==> config.mk <==
export PLATFORM = sky130hd
export DESIGN_NAME = ca_nbit_stepper
export DESIGN_NICKNAME = d
export VERILOG_FILES = /design/src/rtl/ca_nbit_stepper.sv
export SDC_FILE = /design/constraint.sdc
export NUM_CORES = 1
export LEC_CHECK = 0
export ABC_AREA = 1
export CAP_MARGIN = 10
export CORE_MARGIN = 8
export CORE_UTILIZATION = 51
export CTS_CLUSTER_DIAMETER = 120
export DETAILED_ROUTE_END_ITERATION = 10
export GPL_TIMING_DRIVEN = 1
export PLACE_DENSITY = 0.89
export SLEW_MARGIN = 15
export SYNTH_ARGS = -nofsm -noshare
export SYNTH_HDL_FRONTEND = slang
export SYNTH_SLANG_ARGS = --single-unit
==> constraint.sdc <==
create_clock -name clock -period 1.5 [get_ports clock]
set_input_delay 0.225 -clock clock [delete_from_list [all_inputs] [get_ports clock]]
set_output_delay 0.225 -clock clock [all_outputs]
set_load 0.02 [all_outputs]
==> src/rtl/ca_nbit_stepper.sv <==
// ca_nbit_stepper: hybrid rule-90/rule-150 cellular-automaton pattern source.
// A seed can be loaded while idle. The CA is then stepped either for a fixed
// burst of steps or free-running, and only advances while step_en is high.
module ca_nbit_stepper #(
   parameter int                WIDTH        = 8,
   parameter logic [WIDTH-1:0]  RULE_MASK    = 8'b0010_1010,
   parameter int                BOUNDARY     = 0,
   parameter logic [WIDTH-1:0]  DEFAULT_SEED = 8'h01,
   parameter int                CNT_W        = 16
) (
   input  logic              clock,
   input  logic              reset,
   input  logic              seed_valid,
   output logic              seed_ready,
   input  logic [WIDTH-1:0]  seed,
   input  logic              start,
   input  logic [CNT_W-1:0]  step_count,
   input  logic              step_en,
   input  logic              stop,
   output logic [WIDTH-1:0]  ca_out,
   output logic              out_valid,
   output logic              busy,
   output logic              done,
   output logic              seed_err,
   output logic              zero_state
);

   typedef enum logic [1:0] {
      ST_IDLE = 2'd0,
      ST_RUN  = 2'd1,
      ST_DONE = 2'd2
   } state_t;

   state_t              state_reg, state_next;
   logic [WIDTH-1:0]    ca_reg, ca_next;
   logic [CNT_W-1:0]    count_reg, count_next;
   logic                free_reg, free_next;
   logic                out_valid_reg, out_valid_next;
   logic                done_reg, done_next;
   logic                seed_err_reg, seed_err_next;

   // The state is padded with one neighbour cell at each end. These cells
   // read 0 (null boundary) or the opposite end cell (periodic boundary).
   logic [WIDTH+1:0]    padded;
   logic [WIDTH-1:0]    step_value;

   assign padded = {((BOUNDARY != 0) ? ca_reg[0] : 1'b0),
                    ca_reg,
                    ((BOUNDARY != 0) ? ca_reg[WIDTH-1] : 1'b0)};

   // Each cell is its left and right neighbours XORed. Rule-150 cells also XOR in their own value.
   genvar gi;
   generate
      for (gi = 0; gi < WIDTH; gi++) begin : g_cell
         assign step_value[gi] = padded[gi+2] ^ padded[gi] ^ (RULE_MASK[gi] & padded[gi+1]);
      end
   endgenerate

   // Next-state and datapath decisions. Every target gets its default first.
   always_comb begin
      state_next     = state_reg;
      ca_next        = ca_reg;
      count_next     = count_reg;
      free_next      = free_reg;
      out_valid_next = 1'b0;
      done_next      = 1'b0;
      seed_err_next  = 1'b0;
      case (state_reg)
         ST_IDLE: begin
            if (seed_valid) begin
               // A seed load takes precedence over start. A zero seed is
               // rejected because the all-zero state never leaves itself.
               if (seed != '0) begin
                  ca_next = seed;
               end else begin
                  seed_err_next = 1'b1;
               end
            end else if (start) begin
               count_next = step_count;
               free_next  = (step_count == '0);
               state_next = ST_RUN;
            end
         end
         ST_RUN: begin
            if (stop) begin
               state_next = ST_IDLE;
            end else if (step_en) begin
               ca_next        = step_value;
               out_valid_next = 1'b1;
               if (!free_reg) begin
                  count_next = count_reg - CNT_W'(1);
                  if (count_reg == CNT_W'(1)) begin
                     state_next = ST_DONE;
                  end
               end
            end
         end
         ST_DONE: begin
            done_next  = 1'b1;
            state_next = ST_IDLE;
         end
         default: begin
            state_next = ST_IDLE;
         end
      endcase
   end

   // State register and registered outputs, with a synchronous reset to the default seed.
   always_ff @(posedge clock) begin
      if (reset) begin
         state_reg     <= ST_IDLE;
         ca_reg        <= DEFAULT_SEED;
         count_reg     <= '0;
         free_reg      <= 1'b0;
         out_valid_reg <= 1'b0;
         done_reg      <= 1'b0;
         seed_err_reg  <= 1'b0;
      end else begin
         state_reg     <= state_next;
         ca_reg        <= ca_next;
         count_reg     <= count_next;
         free_reg      <= free_next;
         out_valid_reg <= out_valid_next;
         done_reg      <= done_next;
         seed_err_reg  <= seed_err_next;
      end
   end

   assign ca_out     = ca_reg;
   assign out_valid  = out_valid_reg;
   assign done       = done_reg;
   assign seed_err   = seed_err_reg;
   assign seed_ready = (state_reg == ST_IDLE);
   assign busy       = (state_reg == ST_RUN);
   assign zero_state = (ca_reg == '0);

endmodule
==> results_dict.tcl <==
set metrics [dict create \
    leakage_nw 1.27 \
    critPathTopFamily "buffers and inverters" \
    path_clk_slew_ps 70 \
    worstPathCellList "clkdlybuf4s50_1" \
    end_kind "output pin" \
    largest_register_ffs 16 \
    power.density_mw_per_mm2 969 \
    arrival_ps 1210 \
    cts_setup_buffers 0 \
    place_ws_ps -178 \
    diodes 0 \
    cts_sinks 30 \
    gp_routability_congestion 0.860 \
    combPwrFrac 0.356 \
    seq_power_share 0.341 \
    antenna_found_initial 0 \
    slowest_stage "clkdlybuf4s50_1" \
    ys_seq_area_frac 0.297 \
    die_h_um 79.0 \
    critical_path_buf_inv_count 1 \
    drt-pass1-iter-count 4 \
    multi_input_area_mm2 0.00124 \
    fmax_ghz 0.699 \
    p_int_mw 1.75 \
    nets 426 \
    crit_required_ps 1270 \
    io_pins 44 \
    period_minus_slack_ps 1430 \
    cts_tree "yes" \
    grt_first_pass_wirelength_mm 9.67 \
    hold_violations 0 \
    numPortBuffers 43 \
    ys_ff_latch 30 \
    pwr-share-clk 0.303 \
    p_sw_frac 0.348 \
    area_growth_syn_to_layout_pct 37.2 \
    die_area_mm2 0.00624 \
    start_kind "flip-flop" \
    grt-ovfl-total 0 \
    cp_max_fo 1 \
    routed_wl_mm 5.68 \
    syn_area_mm2 0.00202 \
    vias_per_cell 5.24 \
    syn_area_per_cell_um2 6.17 \
    grt_pass1_vias 2235 \
    hpwlAfterDp_mm 4.29 \
    synthFlopType "dfxtp_1" \
    relSlewSlack 0.728 \
    num_rows 23 \
    drc 0 \
    insertion_delay_ps 290 \
    synthCells 328 \
    fin_util 0.709 \
    ir_drop_mv 0.557 \
    worst_slack_ps 69.1 \
    worst_pin_slew_ps 408 \
    die_width_um 79.0 \
    cts_hold_buf 0 \
    htree_levels 2 \
    ant_nets 0 \
    regArea_um2 603 \
    initial_core_util 0.517 \
    maxSlewViolCount 0 \
    drt-wirelength-per-cell_um 12.8 \
    min_path_type "reg -> reg" \
    synth_edf_count 0 \
    power.switching_mw 0.936 \
    grt_max_degree 26 \
    coreArea_mm2 0.00391 \
    numCtsBuffers 5 \
    syn_nets 360 \
    yosysWarnings 0 \
    rsz0062_at_grt "false" \
    track_usage 0.187 \
    total_power_mw 2.69 \
    cts_buffer_depth 2 \
    cp_slowest_stage_delay_ps 610 \
    vias 2333 \
    timing.final.setup_violations 0 \
    period_share 0.954 \
    drive_above_1_share 0.165 \
    status "finished, final reports clean" \
    first_iter_violations 182 \
    filler_cell_count 349 \
    synthArstFlopShare 0 \
    drv_cap 0 \
    fin_worst_skew_ps 2.96 \
    cts-root-buf "clkbuf_8" \
    synth.distinct_cells 33 \
    path_class "reg -> out" \
]
power groups by stage:
stage | Combinational (mW) | Sequential (mW) | Clock, mW
after floorplan | 0.559 | 0.970 | 0
after global placement | 0.923 | 0.930 | 0
after detailed placement | 0.943 | 0.933 | 0
after CTS | 0.939 | 0.915 | 0.831
after global routing | 1.08 | 0.924 | 0.873
final | 0.957 | 0.916 | 0.814
timing repair:
action | 4_1_cts | 5_1_grt
endpoints found under the setup margin | 11 | 19
pin swaps | 1 | 1
cloned | 0 | 0
gates resized for setup | 21 | 7
layout make-up:
| cell class | instances | share of cell area |
|---|---|---|
| multi-input combinational | 253 | 0.446 |
| timing repair buffer | 69 | 0.225 |
| sequential | 30 | 0.217 |
| inverter | 35 | 0.0491 |
| clock buffer | 5 | 0.0248 |
| tap | 50 | 0.0225 |
| clock inverter | 3 | 0.0144 |
final timing paths:
| kind | slack (ps) | endpoint | start | cells past startpoint |
|---|---|---|---|---|
| setup / recovery | 70 | seed_err | seed_err$_SDFF_PP0_ | 1 |
| hold / removal | 480 | done$_SDFF_PP0_ | state_reg[0]$_SDFFE_PP0P_ | 1 |
| setup reg to reg | 90 | ca_out[5]$_SDFFE_PP0P_ | state_reg[0]$_SDFFE_PP0P_ | 7 |
| hold reg to reg | 480 | done$_SDFF_PP0_ | state_reg[0]$_SDFFE_PP0P_ | 1 |
logic make-up after synthesis:
family / synth area share
buffers and inverters: 0.0971
DFF: 0.297
and+or+nand+nor: 0.417
xor gates and xnor gates: 0.0173
muxes: 0.00990
AOI/OAI and AO/OA: 0.149
adders and majority gates: 0.0124
per-stage QoR:
step,cell area (µm²),std cells,hold slack (ps),TNS [ps]
finish,2780,445,484,0
global route,2780,445,513,0
CTS,2760,445,487,0
detailed placement,2650,437,479,-2500
global placement,2650,437,469,-1870
floorplan,2020,328,402,0
cell usage in the layout (no fill, tap or decap), types with 2 or more instances in the layout:
cell             instances
a21oi_1                 30
a21oi_2                  3
buf_4                   26
clkbuf_8                 5
clkdlybuf4s50_1         32
clkinv_2                 2
dfxtp_1                 28
dfxtp_2                  2
dlygate4sd2_1            7
ha_1                     2
inv_1                   29
inv_2                    4
inv_4                    2
mux2i_1                  2
nand2_1                 95
nand2_4                  3
nand3_1                 20
nand3_2                  2
nand4_1                  4
nor2_1                  44
nor2_2                   4
nor2_4                   3
nor3_1                   3
nor3_2                   2
nor4_1                   4
o21ai_0                 14
o21ai_1                  7
or2_4                    2
xor2_1                   4
per-layer routing:
metal / share of wire / GRT usage
met4: 0.013 / 0.0685
met5: 0 / 0
met2: 0.48 / 0.312
met3: 0.078 / 0.0655
met1: 0.43 / 0.215
Yosys cell counts, types with 2 or more instances:
library cell,count,share of area
buf_6,2,0.011
buf_2,5,0.012
nand4_1,4,0.012
xor2_1,4,0.017
nor2_4,2,0.011
dfxtp_1,30,0.30
nand3_2,2,0.0099
nor2_1,44,0.082
o21ai_0,14,0.035
nor2_2,5,0.015
clkbuf_1,2,0.0037
ha_1,2,0.012
nor3_1,4,0.0099
a21oi_2,3,0.013
mux2i_1,2,0.0099
nor4_1,4,0.012
inv_1,29,0.054
nand2_1,95,0.18
o21ai_1,7,0.017
nand3_1,20,0.049
nand2_4,3,0.017
inv_2,5,0.0093
a21oi_1,30,0.074
(Power assumes the default switching activity.)
